[config.mk]
export PLATFORM = sky130hd
export DESIGN_NAME = bs_exec
export DESIGN_NICKNAME = d
export VERILOG_FILES = /design/src/rtl/bs_exec.sv
export SDC_FILE = /design/constraint.sdc
export NUM_CORES = 1
export LEC_CHECK = 0
export CAP_MARGIN = 15
export CORE_ASPECT_RATIO = 0.75
export CORE_MARGIN = 4
export CORE_UTILIZATION = 50
export DETAILED_ROUTE_END_ITERATION = 10
export GPL_TIMING_DRIVEN = 0
export PLACE_DENSITY = 0.84
export SETUP_SLACK_MARGIN = 0.05
export SYNTH_ARGS = -nofsm -noshare
export SYNTH_HDL_FRONTEND = slang
export SYNTH_SLANG_ARGS = --single-unit
[constraint.sdc]
create_clock -name i_clk -period 6.05 [get_ports i_clk]
set_input_delay 0.605 -clock i_clk [delete_from_list [all_inputs] [get_ports i_clk]]
set_output_delay 0.605 -clock i_clk [all_outputs]
set_load 0.1 [all_outputs]
[src/rtl/bs_exec.sv]
// Bit-serial execute sequencer that drives a two-entry register file LSB first (LOAD/ADD/SUB/ASR).
// Latency: 9 cycles start-to-done for LOAD/ADD/SUB, amt+1 for ASR. i_start is accepted only in IDLE and is never queued.
module bs_exec #(
  parameter int W = 8
) (
  input  logic         i_clk,
  input  logic         i_rst,
  input  logic         i_start,
  input  logic [1:0]   i_op,
  input  logic         i_rd,
  input  logic         i_rs,
  input  logic [W-1:0] i_imm,
  input  logic [2:0]   i_amt,
  input  logic         i_gpr_bit,
  input  logic [W-1:0] i_ry,
  input  logic [W-1:0] i_rx,
  output logic         o_con_shift,
  output logic         o_con_sign,
  output logic         o_data_in,
  output logic         o_data_sign,
  output logic         o_rd_addr,
  output logic         o_busy,
  output logic         o_done,
  output logic         o_carry,
  output logic         o_zero
);

  localparam int IW = $clog2(W);
  localparam int CW = IW + 1;
  localparam logic [CW-1:0] CNT_FULL = CW'(W);

  localparam logic [1:0] OP_LOAD = 2'd0;
  localparam logic [1:0] OP_ADD  = 2'd1;
  localparam logic [1:0] OP_SUB  = 2'd2;
  localparam logic [1:0] OP_ASR  = 2'd3;

  typedef enum logic [1:0] {IDLE, RUN, DONE} state_t;

  state_t        state, state_nx;
  logic [1:0]    op_q;
  logic          rd_q;
  logic [W-1:0]  snap_q;
  logic          sign_q;
  logic [CW-1:0] cnt_q;
  logic [IW-1:0] idx_q;
  logic          carry_q;
  logic          zacc_q;

  logic          bit_a, bit_b, sum, cout, last;

  // Serial full adder; SUB inverts the snapshot bit and starts with carry-in 1.
  assign bit_a = i_gpr_bit;
  assign bit_b = snap_q[idx_q] ^ (op_q == OP_SUB);
  assign sum   = bit_a ^ bit_b ^ carry_q;
  assign cout  = (bit_a & bit_b) | (bit_a & carry_q) | (bit_b & carry_q);
  assign last  = (cnt_q == CW'(1));

  assign o_rd_addr = rd_q;

  always_comb begin
    state_nx    = state;
    o_con_shift = 1'b0;
    o_con_sign  = 1'b0;
    o_data_in   = 1'b0;
    o_data_sign = 1'b0;
    o_busy      = 1'b0;
    o_done      = 1'b0;
    case (state)
      IDLE: begin
        if (i_start) begin
          state_nx = (i_op == OP_ASR && i_amt == 3'd0) ? DONE : RUN;
        end
      end
      RUN: begin
        o_busy      = 1'b1;
        o_con_shift = 1'b1;
        if (op_q == OP_ASR) begin
          o_con_sign  = 1'b1;
          o_data_sign = sign_q;
        end else if (op_q == OP_LOAD) begin
          o_data_in = snap_q[idx_q];
        end else begin
          o_data_in = sum;
        end
        if (last) state_nx = DONE;
      end
      DONE: begin
        o_busy   = 1'b1;
        o_done   = 1'b1;
        state_nx = IDLE;
      end
      default: state_nx = IDLE;
    endcase
  end

  always_ff @(posedge i_clk or posedge i_rst) begin
    if (i_rst) begin
      state   <= IDLE;
      op_q    <= OP_LOAD;
      rd_q    <= 1'b0;
      snap_q  <= '0;
      sign_q  <= 1'b0;
      cnt_q   <= '0;
      idx_q   <= '0;
      carry_q <= 1'b0;
      zacc_q  <= 1'b0;
      o_carry <= 1'b0;
      o_zero  <= 1'b0;
    end else begin
      state <= state_nx;
      case (state)
        IDLE: begin
          if (i_start) begin
            op_q    <= i_op;
            rd_q    <= i_rd;
            snap_q  <= (i_op == OP_LOAD) ? i_imm : (i_rs ? i_rx : i_ry);
            sign_q  <= i_rd ? i_rx[W-1] : i_ry[W-1];
            cnt_q   <= (i_op == OP_ASR) ? CW'(i_amt) : CNT_FULL;
            idx_q   <= '0;
            carry_q <= (i_op == OP_SUB);
            zacc_q  <= 1'b1;
          end
        end
        RUN: begin
          idx_q <= idx_q + IW'(1);
          cnt_q <= cnt_q - CW'(1);
          if (op_q != OP_ASR) begin
            carry_q <= cout;
            zacc_q  <= zacc_q & ~o_data_in;
            // Flags land on the final shift edge so they are valid alongside o_done.
            if (last) begin
              o_carry <= (op_q == OP_LOAD) ? 1'b0 : cout;
              o_zero  <= zacc_q & ~o_data_in;
            end
          end
        end
        default: ;
      endcase
    end
  end

endmodule
==> results.toml, run 1 <==
[clock_network]
cts_setup_buffers = 0
cts-buffers-inserted = 3
insertion_delay_ns = 0.27
cts_resized = 0
cts_max_level = 1
cts.sink_count = 25
cts_tree = "done"
clk_pin_slew_ns = 0.08
cts_root_buffer = "clkbuf_8"
postCtsHoldBufs = 0
cts_max_path_buffers = 2

[die]
pin_count = 44
die-area_um2 = 3950
fp-row-count = 16
die_h_um = 55.4
fp.dieW_um = 71.2
core_um2 = 2740
initial_core_util_pct = 54.7

[yosys]
syn_avg_cell_area_um2 = 9.37
ys.flop_type = "dfrtp_1"
synth-seq-area-share_pct = 41.7
yosysTopAreaCellShare_pct = 41.7
syn-instance-count = 160
synthesis.nets = 202
synthesis.area_um2 = 1500
yosysTopAreaCell = "dfrtp_1"
synth_area_leaders = "dfrtp_1 (42%), mux2i_1 (10%), nand2_1 (6.8%)"
ys_types = 36
ys_ff_latch = 25
synth_edf_count = 0
async_reset_ff_share_pct = 100
yosysWarnings = 0

[setup_path]
cp_data_required_time_ns = 5.44
arrival_ns = 3.86
cp_max_fo = 6
cp_slowest_cell = "clkdlybuf4s50_1"
cpPeakStageDelay_ns = 1.16
worst-setup-path-type = "flop to output pin"
start_kind = "flop"
cp-end-kind = "output pin"
crit_path_cell_trace = "buf_6, mux2i_1, mux4_2, xnor2_1, fa_1, maj3_1, nor3b_1, clkdlybuf4s50_1"

[route]
wirelength_mm = 3.47
wl_per_cell_um = 14.3
drt_iter0_drc = 71
drc = 0
avgViaCountPerCell = 5.47
firstDrtPassIters = 4
dr_total_vias = 1323
antenna_left = 0

[sta]
worst_slack_ns = 1.59
worst_pin_slew_ns = 0.981
min_period_ns = 4.46
period_share_pct = 73.8
drv_slew = 0
hold_viol = 0
fmax_mhz = 224
rsz0062_at_grt = "false"
max_slew_margin_pct = 34.4
setup_viol = 0
holdWs_ns = 0.491
setup_tns_ns = 0
finClkSkew_ns = 0.00484

[status]
status = "completed"

[power]
clock_power_share_pct = 9.7
internal-power_uw = 508
ir_worst_vdd_uv = 302
power.switching_uw = 492
powerDensity_nw_per_um2 = 498
pwr-share-seq_pct = 29.4
power_switching_share_pct = 49.2
power_leakage_uw = 0.000895
comb_power_share_pct = 60.8

[global_routing]
grt_max_degree = 26
grt_use_total_pct = 18.5
grt_overflow_total = 0
grt_antenna_before_repair = 0
grt_pass1_vias = 1408
grt_pass1_wl_mm = 5.95

[placed_design]
place_inst = 238
place_ws_ns = 1.91
io_buffers = 42
dpl.hpwl_mm = 2.84
gp_congestion = 0.737

[layout]
drive_gt1_share_pct = 5.34
syn_to_final_growth_pct = 34.1
fin_util_pct = 73.3
final_cell_count_no_fill = 242
final_nets = 249
fillers = 197
antenna_cells = 0

[hold_path]
hp-class = "flop to flop"

[flow_run]
maxCapViolations = 0
## critical path, delay by kind of cell (launching register included)
family        cells  cell delay, ns
xor+xnor          1            0.20
mux               2            0.62
flops             1            0.41
fa+ha+maj         2            0.84
buf+inv           2            1.31
simple gates      1            0.20
## placed cells by master (no fill, tap or decap), types with 2 or more instances in the layout
master,netlist,routed
nand2b_1,3,3
a221oi_1,2,2
o21ai_0,20,20
mux2_2,4,4
clkbuf_8,0,3
clkdlybuf4s50_1,0,42
nor2_1,6,6
inv_1,10,10
dfrtp_1,25,25
ha_1,6,6
mux2i_1,15,15
nor3b_1,2,2
nand3_1,2,2
a21oi_1,6,6
nand2_1,27,27
o31a_1,3,3
clkbuf_1,8,9
## cells in the mapped netlist (2+ instances only)
cell and n:
nand2_1 27, dfrtp_1 25, o21ai_0 20, mux2i_1 15
inv_1 10, clkbuf_1 8, a21oi_1 6, ha_1 6
nor2_1 6, mux2_2 4, nand2b_1 3, o31a_1 3
a221oi_1 2, nand3_1 2, nor3b_1 2
## cell type report
cell class	instances	area [um2]	share of cell area, %
multi-input cells	116	795	39.5
flip-flops and latches	25	626	31.1
clock buffers	4	45.0	2.24
repair buffers	42	420	20.9
inverters	10	37.5	1.87
plain buffers	9	41.3	2.05
well taps	36	45.0	2.24
## layer usage
metal / vias to the layer above / routed length, um / GRT usage (%)
met1: 616 / 1520 / 22.7
met4: 0 / 65 / 8.04
met5: - / 0 / 0
met3: 8 / 258 / 5.25
met2: 50 / 1620 / 30.0
li1: 649 / - / -
## path summary, 6_finish.rpt
check	start	end	slack, ns	cells past startpoint
hold reg to reg	snap_q[0]	snap_q[0]	0.49	2
max in group asynchronous	i_rst	op_q[1]	4.64	2
setup reg to reg	idx_q[0]	o_zero	3.41	7
hold / removal	snap_q[0]	snap_q[0]	0.49	2
setup / recovery	idx_q[0]	o_data_in	1.59	8
min in group asynchronous	i_rst	state[0]	0.86	2
## state kept, by name, indices dropped and copies added, names as in the netlist
name       flops
carry_q        1
cnt_q          4
idx_q          3
o_carry        1
o_rd_addr      1
o_zero         1
op_q           2
sign_q         1
snap_q         8
state          2
zacc_q         1
## power groups by stage
stage	logic, uW	registers (uW)	clock network, uW
4_1_cts	610	295	99.9
5_1_grt	662	306	104
3_3_place_gp	587	290	0
3_5_place_dp	608	298	0
6_report	608	294	97.1
2_1_floorplan	416	347	0
## metrics by stage
stage / total power [uW] / cell area [um2]
6_report: 1000 / 2010
5_1_grt: 1070 / 2010
4_1_cts: 1010 / 2010
3_5_place_dp: 906 / 1960
3_3_place_gp: 877 / 1960
2_1_floorplan: 763 / 1500
## kinds of logic (layout without fill, tap and decap cells)
logic type / count (synthesis) / in the layout / synth area share (%)
buffers and inverters: 19 / 65 / 5.26
adder cells (fa/ha/maj): 8 / 8 / 7.01
XOR/XNOR: 1 / 1 / 0.584
AND/OR/NAND/NOR: 47 / 47 / 14.4
AO/OA/AOI/OAI: 40 / 40 / 16.5
flip-flops: 25 / 25 / 41.7
multiplexers: 20 / 20 / 14.5
(Power assumes the default switching activity.)
==> inputs of run 2 (changes only) <==
--- a/config.mk
+++ b/config.mk
@@ -8,10 +8,10 @@
 export CAP_MARGIN = 15
 export CORE_ASPECT_RATIO = 0.75
 export CORE_MARGIN = 4
-export CORE_UTILIZATION = 50
+export CORE_UTILIZATION = 42
 export DETAILED_ROUTE_END_ITERATION = 10
 export GPL_TIMING_DRIVEN = 0
-export PLACE_DENSITY = 0.84
+export PLACE_DENSITY = 0.75
 export SETUP_SLACK_MARGIN = 0.05
 export SYNTH_ARGS = -nofsm -noshare
 export SYNTH_HDL_FRONTEND = slang
==> constraint.sdc (replaced) <==
create_clock -name i_clk -period 3.85 [get_ports i_clk]
set_input_delay 0.385 -clock i_clk [delete_from_list [all_inputs] [get_ports i_clk]]
set_output_delay 0.385 -clock i_clk [all_outputs]
set_load 0.1 [all_outputs]
==> results.toml, run 2 (synthesis gave the netlist of run 1 again) <==
[status]
status = "completed"

[die]
die_h_um = 59.7
core_um2 = 3360
fp.dieW_um = 77.0
die-area_um2 = 4600
fp-row-count = 18
pin_count = 44
initial_core_util_pct = 44.7

[sta]
setup_tns_ns = 0
hold_viol = 0
period_share_pct = 95.1
max_slew_margin_pct = 34.7
rsz0062_at_grt = "false"
setup_viol = 0
holdWs_ns = 0.493
fmax_mhz = 273
drv_slew = 0
worst_pin_slew_ns = 0.979
finClkSkew_ns = 0.00505
min_period_ns = 3.66

[layout]
fin_util_pct = 60.3
final_cell_mix = "clkdlybuf4s50_1 (41), nand2_1 (27), dfrtp_1 (25), o21ai_0 (20), mux2i_1 (15)"
drive_gt1_share_pct = 6.80
largest_reg_flops = 8
final_nets = 249
syn_to_final_growth_pct = 35.0
top_register = "snap_q"
final_area_um2 = 2020
fillers = 283
final_common_cell = "clkdlybuf4s50_1"
top_regs = "snap_q (8), cnt_q (4), idx_q (3)"
antenna_cells = 0

[clock_network]
cts_setup_buffers = 0
insertion_delay_ns = 0.28
cts_resized = 3
postCtsHoldBufs = 0
cts_max_path_buffers = 2
cts_tree = "done"
cts.sink_count = 25
cts_root_buffer = "clkbuf_8"
clk_pin_slew_ns = 0.10
cts_max_level = 1
cts-buffers-inserted = 3

[global_routing]
grt_antenna_before_repair = 0
grt_overflow_total = 0
grt_max_degree = 26
grt_pass1_vias = 1322
grt_use_total_pct = 16.6
grt_pass1_wl_mm = 6.00

[setup_path]
start_kind = "flop"
cp_data_required_time_ns = 3.46
cp-end-kind = "output pin"
worst-setup-path-type = "flop to output pin"
cp_max_fo = 6
rr_worst_depth = 7
arrival_ns = 3.28
crit_path_start = "idx_q[0]"
r2r-start = "idx_q[0]"

[power]
powerDensity_nw_per_um2 = 787
power_leakage_uw = 0.000897
ir_worst_vdd_uv = 511

[flow_run]
maxCapViolations = 0

[placed_design]
dpl_cell_area_um2 = 1970
io_buffers = 42
gp_congestion = 0.840
dpl.hpwl_mm = 2.96

[route]
avgViaCountPerCell = 5.31
firstDrtPassIters = 4
wl_per_cell_um = 14.7
drt_iter0_drc = 44
antenna_left = 0
drc = 0
dr_total_vias = 1307
wirelength_mm = 3.61

[hold_path]
hp-class = "flop to flop"
min_from = "snap_q[2]"
whs_path_depth = 2
-- run 2: cell types whose count changed in the layout (fill, tap and decap cells not counted), sizes merged --
cell           previous run  this run
clkinvlp                  0         1
clkdlybuf4s50            42        41
clkdlybuf4s18             0         1
clkbuf                   12        11
-- run 2: metrics by stage --
stage | worst slack, ns | power [uW] | std cells
after global placement | -0.0714 | 1400 | 242
after floorplan | 0.132 | 1200 | 160
final | 0.188 | 1590 | 246
after global routing | 0.0535 | 1710 | 246
after CTS | 0.157 | 1600 | 246
after detailed placement | -0.0941 | 1440 | 242
-- run 2: worst max-delay path, cell delays in order, from the launching register on --
cell,delay [ns]
dfrtp_1,0.40
buf_6,0.14
mux2i_1,0.11
mux4_2,0.52
xnor2_1,0.21
fa_1,0.44
maj3_1,0.42
nor3b_2,0.17
clkdlybuf4s18_2,0.56
-- run 2: power breakdown --
group	total (uW)	internal [uW]	switching, uW
Combinational	964	343	621
Sequential	461	382	79.6
Clock	166	73.6	92.0
Total	1590	799	793
-- run 2: layout make-up --
class	instances	area [um2]	share of cell area (%)
clock buffers	3	41.3	2.04
flip-flops and latches	25	626	30.9
multi-input cells	116	800	39.5
repair buffers	42	420	20.8
plain buffers	9	41.3	2.04
clock inverters	1	7.51	0.371
inverters	10	37.5	1.86
well taps	40	50.0	2.47
-- run 2: final timing paths --
kind	end	slack [ns]
max	o_data_in	0.19
min	snap_q[2]	0.49
max reg2reg	zacc_q	1.18
min reg2reg	snap_q[2]	0.49
max in group asynchronous	carry_q	2.62
min in group asynchronous	snap_q[4]	0.63
-- run 2: per-layer routing --
layer  part of all wire [%]  vias up  global-route usage, %
met1                     47      630                   21.7
met3                    3.8        4                   4.22
li1                       -      648                      -
met4                   0.61        0                   3.81
met2                     49       25                   28.0
met5                      0        -                      0
==> inputs of run 3 (changes only) <==
--- a/config.mk
+++ b/config.mk
@@ -8,11 +8,12 @@
 export CAP_MARGIN = 15
 export CORE_ASPECT_RATIO = 0.75
 export CORE_MARGIN = 4
-export CORE_UTILIZATION = 42
+export CORE_UTILIZATION = 47
 export DETAILED_ROUTE_END_ITERATION = 10
 export GPL_TIMING_DRIVEN = 0
-export PLACE_DENSITY = 0.75
+export PLACE_DENSITY = 0.8
 export SETUP_SLACK_MARGIN = 0.05
+export SKIP_CTS_REPAIR_TIMING = 1
 export SYNTH_ARGS = -nofsm -noshare
 export SYNTH_HDL_FRONTEND = slang
 export SYNTH_SLANG_ARGS = --single-unit
==> constraint.sdc (replaced) <==
create_clock -name i_clk -period 3.8 [get_ports i_clk]
set_input_delay 0.38 -clock i_clk [delete_from_list [all_inputs] [get_ports i_clk]]
set_output_delay 0.38 -clock i_clk [all_outputs]
set_load 0.1 [all_outputs]
==> results.toml, run 3 (synthesis gave the netlist of run 1 again) <==
[die]
fp-row-count = 17
initial_core_util_pct = 50.0
pin_count = 44
core_um2 = 3000
die_h_um = 56.9
die-area_um2 = 4170
fp.dieW_um = 73.2

[status]
status = "completed"

[global_routing]
grt_use_total_pct = 17.6
grt_max_degree = 26
grt_overflow_total = 0
grt_pass1_vias = 1347
grt_pass1_wl_mm = 5.82
grt_antenna_before_repair = 0

[layout]
antenna_cells = 0
syn_to_final_growth_pct = 34.5
top_regs = "snap_q (8), cnt_q (4), idx_q (3)"
final_cell_count_no_fill = 244
drive_gt1_share_pct = 6.80
largest_reg_flops = 8
top_register = "snap_q"
final_area_um2 = 2020
final_nets = 249
final_cell_mix = "clkdlybuf4s50_1 (41), nand2_1 (27), dfrtp_1 (25), o21ai_0 (20), mux2i_1 (15)"
final_common_cell = "clkdlybuf4s50_1"

[route]
wirelength_mm = 3.29
dr_total_vias = 1293
drc = 0
avgViaCountPerCell = 5.30
wl_per_cell_um = 13.5
drt_iter0_drc = 59
firstDrtPassIters = 4
antenna_left = 0

[setup_path]
arrival_ns = 3.17
worst-setup-path-type = "flop to output pin"
cp_slowest_cell = "mux4_2"
cpPeakStageDelay_ns = 0.50
reg2reg_to = "o_zero"
crit_family = "adder cells"
crit_path_cell_trace = "buf_6, mux2i_1, mux4_2, xnor2_1, fa_1, maj3_1, nor3b_2, clkbuf_2"
crit_path_start = "idx_q[0]"
rr_worst_depth = 7
cp_data_required_time_ns = 3.42
cp-end-kind = "output pin"
r2r-start = "idx_q[0]"
ff2ff_setup_slack_ns = 1.17
start_kind = "flop"
cp_max_fo = 6
path_buf_inv = 2

[hold_path]
min_from = "snap_q[0]"
whs_path_depth = 2
hp-class = "flop to flop"
min_to = "snap_q[0]"

[clock_network]
cts_tree = "done"
cts-buffers-inserted = 3
cts_root_buffer = "clkbuf_8"
cts_max_path_buffers = 2
cts_max_level = 1
insertion_delay_ns = 0.28
cts.sink_count = 25
clk_pin_slew_ns = 0.09

[power]
powerDensity_nw_per_um2 = 794
ir_worst_vdd_uv = 594
power_leakage_uw = 0.000897

[sta]
fmax_mhz = 282
drv_slew = 0
min_period_ns = 3.55
hold_viol = 0
rsz0062_at_grt = "false"
setup_viol = 0
worst_pin_slew_ns = 0.988
period_share_pct = 93.5
max_slew_margin_pct = 33.9
finClkSkew_ns = 0.00562

[placed_design]
dpl.hpwl_mm = 2.71
place_inst = 240
io_buffers = 42
dpl_cell_area_um2 = 1970
gp_congestion = 0.794

[flow_run]
maxCapViolations = 0
[run 3: cell count changes in the layout (fill, tap and decap cells not counted)]
cell,before,now
clkbuf_2,0,1
clkdlybuf4s18_2,1,0
[run 3: tightest hold or removal path: cells and delay by family (launching register included)]
kind,cells,cell delay [ns]
flops,1,0.35
compound gates,1,0.06
simple gates,1,0.05
[run 3: through the flow]
stage / hold slack (ns) / total power (uW) / setup WS [ns] / utilization (%) / TNS (ns)
4_1_cts: 0.495 / 1620 / -0.443 / 67.4 / -0.443
6_report: 0.492 / 1600 / 0.248 / 67.2 / 0
2_1_floorplan: 0.407 / 1220 / 0.0875 / - / 0
5_1_grt: 0.514 / 1710 / 0.117 / 67.2 / 0
3_3_place_gp: 0.462 / 1410 / -0.0683 / 65.7 / -0.0683
3_5_place_dp: 0.474 / 1450 / -0.115 / 65.7 / -0.115
[run 3: area by class of cell]
type	count	area, um2
sequential	25	626
buffer	9	41.3
clock buffer	3	41.3
multi-input combinational	116	800
tap	38	47.5
clock inverter	1	7.51
inverter	10	37.5
fill	230	983
timing repair buffer	42	415
[run 3: worst max-delay path by stage]
stage / cells past startpoint / to
4_1_cts: 8 / o_data_in
5_1_grt: 8 / o_data_in
3_5_place_dp: 8 / o_data_in
2_1_floorplan: 7 / o_data_in
3_3_place_gp: 8 / o_data_in
6_report: 8 / o_data_in
[run 3: per-layer routing]
layer / vias up / track usage, % / routed length, um
met5: - / 0 / 0
met4: 0 / 5.26 / 34
met3: 4 / 5.72 / 270
met2: 50 / 27.4 / 1410
met1: 588 / 23.1 / 1580
li1: 651 / - / -
[run 3: power by group]
group / leakage [uW] / internal [uW] / switching [uW] / total, uW
Sequential: 0.000305 / 387 / 78.6 / 465
Combinational: 0.000571 / 345 / 627 / 972
Clock: 0.0000217 / 74.5 / 88.6 / 163
